`src/rtl/spi_master_param.sv`:
```
// Parametrised full-duplex SPI master: DATA_W-bit MSB-first words, per-transfer
// CPOL/CPHA, SCK half-period of CLK_DIV clocks, optional CS hold for bursts.
module spi_master_param #(
    parameter int unsigned DATA_W  = 8,
    parameter int unsigned CLK_DIV = 4
) (
    input  logic              I_clk,
    input  logic              I_rst_n,
    input  logic              I_start,
    input  logic [1:0]        I_mode,
    input  logic              I_cs_hold,
    input  logic [DATA_W-1:0] I_data_in,
    output logic [DATA_W-1:0] O_data_out,
    output logic              O_done,
    output logic              O_busy,
    input  logic              I_spi_miso,
    output logic              O_spi_sck,
    output logic              O_spi_cs,
    output logic              O_spi_mosi
);
    localparam int unsigned DIV_W  = (CLK_DIV > 1) ? $clog2(CLK_DIV) : 1;
    localparam int unsigned EDGE_W = $clog2(2 * DATA_W + 1);
    localparam logic [DIV_W-1:0]  DIV_LAST   = DIV_W'(CLK_DIV - 1);
    localparam logic [EDGE_W-1:0] EDGE_LAST  = EDGE_W'(2 * DATA_W);
    localparam logic [EDGE_W-1:0] EDGE_FINAL = EDGE_W'(2 * DATA_W - 1);

    typedef enum logic [2:0] {
        ST_IDLE,
        ST_SETUP,
        ST_SHIFT,
        ST_HOLD,
        ST_HELD
    } state_t;

    state_t              state_q, state_d;
    logic [DIV_W-1:0]    div_q, div_d;
    logic [EDGE_W-1:0]   edge_q, edge_d;
    logic [1:0]          mode_q, mode_d;
    logic                hold_q, hold_d;
    logic [DATA_W-1:0]   tx_q, tx_d;
    logic [DATA_W-1:0]   rx_q, rx_d;
    logic [DATA_W-1:0]   data_out_q, data_out_d;
    logic                done_q, done_d;
    logic                busy_q, busy_d;
    logic                sck_q, sck_d;
    logic                cs_q, cs_d;
    logic                mosi_q, mosi_d;
    logic                div_last;
    logic                accept;
    logic                edge_fire;
    logic                lead_edge;

    always_ff @(posedge I_clk or negedge I_rst_n) begin
        if (!I_rst_n) begin
            state_q    <= ST_IDLE;
            div_q      <= '0;
            edge_q     <= '0;
            mode_q     <= '0;
            hold_q     <= 1'b0;
            tx_q       <= '0;
            rx_q       <= '0;
            data_out_q <= '0;
            done_q     <= 1'b0;
            busy_q     <= 1'b0;
            sck_q      <= 1'b0;
            cs_q       <= 1'b1;
            mosi_q     <= 1'b0;
        end else begin
            state_q    <= state_d;
            div_q      <= div_d;
            edge_q     <= edge_d;
            mode_q     <= mode_d;
            hold_q     <= hold_d;
            tx_q       <= tx_d;
            rx_q       <= rx_d;
            data_out_q <= data_out_d;
            done_q     <= done_d;
            busy_q     <= busy_d;
            sck_q      <= sck_d;
            cs_q       <= cs_d;
            mosi_q     <= mosi_d;
        end
    end

    always_comb begin
        state_d    = state_q;
        div_d      = div_q;
        edge_d     = edge_q;
        mode_d     = mode_q;
        hold_d     = hold_q;
        tx_d       = tx_q;
        rx_d       = rx_q;
        data_out_d = data_out_q;
        done_d     = 1'b0;
        busy_d     = busy_q;
        sck_d      = sck_q;
        cs_d       = cs_q;
        mosi_d     = mosi_q;

        div_last  = (div_q == DIV_LAST);
        accept    = I_start && ((state_q == ST_IDLE) || (state_q == ST_HELD));
        edge_fire = div_last && ((state_q == ST_SETUP) ||
                                 ((state_q == ST_SHIFT) && (edge_q != EDGE_LAST)));
        // edge_q holds the number of edges already issued, so an even count means the next is leading
        lead_edge = ~edge_q[0];

        if ((state_q == ST_SETUP) || (state_q == ST_SHIFT) || (state_q == ST_HOLD)) begin
            div_d = div_last ? '0 : div_q + 1'b1;
        end

        case (state_q)
            ST_IDLE: begin
                cs_d  = 1'b1;
                sck_d = I_mode[1];
            end
            ST_SETUP: begin
                if (div_last) begin
                    state_d = ST_SHIFT;
                end
            end
            ST_SHIFT: begin
                if (div_last && (edge_q == EDGE_LAST)) begin
                    state_d = ST_HOLD;
                    sck_d   = mode_q[1];
                end
            end
            ST_HOLD: begin
                if (div_last) begin
                    done_d     = 1'b1;
                    data_out_d = rx_q;
                    busy_d     = 1'b0;
                    if (hold_q) begin
                        state_d = ST_HELD;
                    end else begin
                        state_d = ST_IDLE;
                        cs_d    = 1'b1;
                    end
                end
            end
            ST_HELD: begin
                if (!I_cs_hold) begin
                    state_d = ST_IDLE;
                    cs_d    = 1'b1;
                end
            end
            default: state_d = ST_IDLE;
        endcase

        // Sample when the edge type differs from CPHA; otherwise this edge moves MOSI.
        if (edge_fire) begin
            sck_d  = ~sck_q;
            edge_d = edge_q + 1'b1;
            if (lead_edge ^ mode_q[0]) begin
                rx_d = {rx_q[DATA_W-2:0], I_spi_miso};
            end else if (mode_q[0]) begin
                mosi_d = tx_q[DATA_W-1];
                tx_d   = tx_q << 1;
            end else if (edge_q != EDGE_FINAL) begin
                mosi_d = tx_q[DATA_W-2];
                tx_d   = tx_q << 1;
            end
        end

        if (accept) begin
            state_d = ST_SETUP;
            mode_d  = I_mode;
            hold_d  = I_cs_hold;
            tx_d    = I_data_in;
            rx_d    = '0;
            div_d   = '0;
            edge_d  = '0;
            busy_d  = 1'b1;
            cs_d    = 1'b0;
            sck_d   = I_mode[1];
            if (!I_mode[0]) begin
                mosi_d = I_data_in[DATA_W-1];
            end
        end
    end

    assign O_data_out = data_out_q;
    assign O_done     = done_q;
    assign O_busy     = busy_q;
    assign O_spi_sck  = sck_q;
    assign O_spi_cs   = cs_q;
    assign O_spi_mosi = mosi_q;

endmodule

```
`config.mk`:
```
export PLATFORM = sky130hd
export DESIGN_NAME = spi_master_param
export DESIGN_NICKNAME = d
export VERILOG_FILES = /design/src/rtl/spi_master_param.sv
export SDC_FILE = /design/constraint.sdc
export NUM_CORES = 1
export LEC_CHECK = 0
export BUFFER_PORTS_ARGS = -buffer_cell sky130_fd_sc_hd__buf_4
export CAP_MARGIN = 15
export CORE_UTILIZATION = 25
export DETAILED_ROUTE_END_ITERATION = 6
export GPL_TIMING_DRIVEN = 0
export SLEW_MARGIN = 0
export SYNTH_ARGS = -nofsm -noshare
export SYNTH_HDL_FRONTEND = slang
export SYNTH_SLANG_ARGS = --single-unit
export TNS_END_PERCENT = 10
```
`constraint.sdc`:
```
create_clock -name I_clk -period 2.1 [get_ports I_clk]
set_clock_uncertainty 0.2 [all_clocks]
set_input_delay 0.42 -clock I_clk [delete_from_list [all_inputs] [get_ports I_clk]]
set_output_delay 0.42 -clock I_clk [all_outputs]
set_load 0.01 [all_outputs]
```
==> results.ini <==
[timing]
finalSetupViolations=0
drv_slew=0
fmax_mhz=482
fin_crit_sh_pct=98.8
layout_min_cycle_time_ns=2.07
tns_ns=0
worstMarginPinSlew_ns=0.538
whs_ns=0.128
slew_headroom_pct=64.1
rsz0062_at_grt=true
final_hold_viol_count=0

[floorplanning]
die_w_um=91.9
die_y_um=91.9
num_rows=32
initial_core_util_pct=26.0
ios=28
die_area_sq_um=8450
coreArea_sq_um=7770

[cells_and_area]
post-route-util_pct=32.6
drive_gt1_share_pct=26.1
areaGrowthSynthToFinish_pct=25.4
seqCellArea_sq_um=1050
fillers=825
fin_nets=271
finalInstanceArea_sq_um=2530
multi_input_comb_area_sq_um=883
antennaDiodeCount=0

[cts]
cts_buffers=5
cts_tree=yes
cts_max_level=2
clock-root-buffer=clkbuf_8
clk_path_buf_depth=2
clkLatencyLatePin_ns=0.30
cts.sinks=42
clk_pin_slew_ns=0.09

[setup_path]
slowest_delay_ns=0.39
crit_path_cell_trace=ha_1 > clkbuf_4 > and4bb_2 > a21o_4 > buf_4 > nor3_1 > o32ai_1
r2r_slack_ns=0.03
crit_type=flip-flop to flip-flop
cpMaxStageDelayCell=dfrtp_1
critical_path_required_ns=2.07
end_kind=flip-flop
start_kind=flip-flop
crit_fanout=10
cp.arrival_ns=2.04

[synthesis]
synthTopCellsByArea=dfrtp_1 51%, nand2_1 7.6%, o21ai_0 4.2%
yosysWarnings=0
yosysUniqueCellTypes=38
yosysTopAreaCellShare_pct=50.8
syn_area_sq_um=2020
synth_edf_count=0
synth_fp_nets=232
syn_inst=213
ys_ff_latch=42
syn_avg_cell_area_sq_um=9.49
synth.largest_area_cell=dfrtp_1
synth_common_cells=41 x dfrtp_1, 41 x nand2_1, 21 x nor2_1
yosysSeqAreaShare_pct=52.1
yosys_most_used_dff=dfrtp_1
synth-async-reset-ratio_pct=100

[routing]
wire_per_inst_um=12.4
drt_first_pass_iters=4
drtAntennaViolNets=0
viasPerCell=4.53
drt_wl_total_um=4410
drcViolationCount=0
vias=1607
first_iter_violations=72

[global_routing]
track_usage_pct=11.7
antenna_found_initial=0
grt_max_degree=43
grt_overflow_total=0
grt_pass1_wl_um=7780
grt_pass1_vias=1637

[power]
p_per_area_nw_per_um2=562
power_mw=1.42
power.leakage_nw=1.18
ir_worst_vdd_mv=0.214

[min_path]
hp-class=primary input to flip-flop

[placement]
gp_congestion=0.749
io_buffer_count=27
dpl.hpwl_um=3080
postPlaceCellArea_sq_um=2350

[outcome]
status=finished, final reports clean

[job]
drv_cap=0

==> cell usage in the layout (no fill, tap or decap), drive strengths merged, types with 6 or more instances in the layout <==
cell type / count
a21oi: 13
a31oi: 7
buf: 38
clkbuf: 11
dfrtp: 41
inv: 13
mux2i: 6
nand2: 41
nor2: 21
o21ai: 17
==> cell type report <==
type                       instances  area share [%]
timing repair buffer              32            10.1
buffer                            13            3.11
tap                              102            5.03
multi-input combinational        146            34.8
clock inverter                     3           0.938
clock buffer                       5            2.71
inverter                          12            1.78
sequential                        42            41.5
==> routing by layer <==
metal | vias to the layer above | GRT usage (%) | routed length [um]
li1 | 796 | - | -
met1 | 778 | 15.0 | 2180
met2 | 26 | 19.0 | 2030
met3 | 7 | 2.65 | 144
met4 | 0 | 4.69 | 59
met5 | - | 0 | 0
==> worst paths after layout <==
path	depth (start not counted)	endpoint	from
worst min register to register	2	O_data_out[3]	O_data_out[3]
max in group asynchronous	2	tx_q[1]	I_rst_n
min in group asynchronous	2	div_q[1]	I_rst_n
worst min-delay path	3	hold_q	I_cs_hold
worst max register to register	7	O_spi_sck	div_q[0]
worst max-delay path	7	O_spi_sck	div_q[0]
==> per-stage QoR <==
stage / worst slack (ns) / instances
2_1_floorplan: 0.0278 / 213
4_1_cts: 0.00446 / 354
3_3_place_gp: -0.184 / 342
6_report: 0.0260 / 355
3_5_place_dp: -0.219 / 342
5_1_grt: -0.0473 / 355
==> cells by family (layout without fill, tap and decap cells) <==
kind of cell	after synthesis	count (layout)	share of synthesized area, %
AOI/OAI and AO/OA	51	51	15.5
xor gates and xnor gates	3	3	1.30
adders and majority gates	4	4	2.48
buffers and inverters	25	65	5.51
DFF	42	42	52.1
muxes	10	10	5.20
and+or+nand+nor	78	78	18.0
==> state kept, by name, indices dropped and copies added, names as in the netlist <==
name        count
O_data_out      8
tx_q            8
mode_q          2
O_spi_cs        1
O_spi_sck       1
state_q         3
div_q           2
hold_q          1
O_done          1
O_busy          1
edge_q          5
O_spi_mosi      1
rx_q            8
==> where the power goes <==
| group | switching, mW | internal [mW] | total [mW] |
|---|---|---|---|
| Sequential | 0.00470 | 0.818 | 0.822 |
| Combinational | 0.0299 | 0.0273 | 0.0572 |
| Clock | 0.308 | 0.238 | 0.545 |
| Total | 0.342 | 1.08 | 1.42 |
==> critical path: cells and delay by family, from the launching register on <==
kind	cells	cell delay, ns
AOI/OAI and AO/OA	2	0.36
buffers and inverters	2	0.36
and+or+nand+nor	2	0.44
adders and majority gates	1	0.19
DFF	1	0.39
==> repair_timing <==
action / CTS / global route
endpoints found under the hold margin: 41 / 0
gates resized for setup: 4 / 15
setup endpoints to repair: 17 / 19
setup buffers: 3 / 1
hold buffers: 1 / 0
pin swaps: 2 / 1
Note: power is estimated with default switching activity, not from simulation.
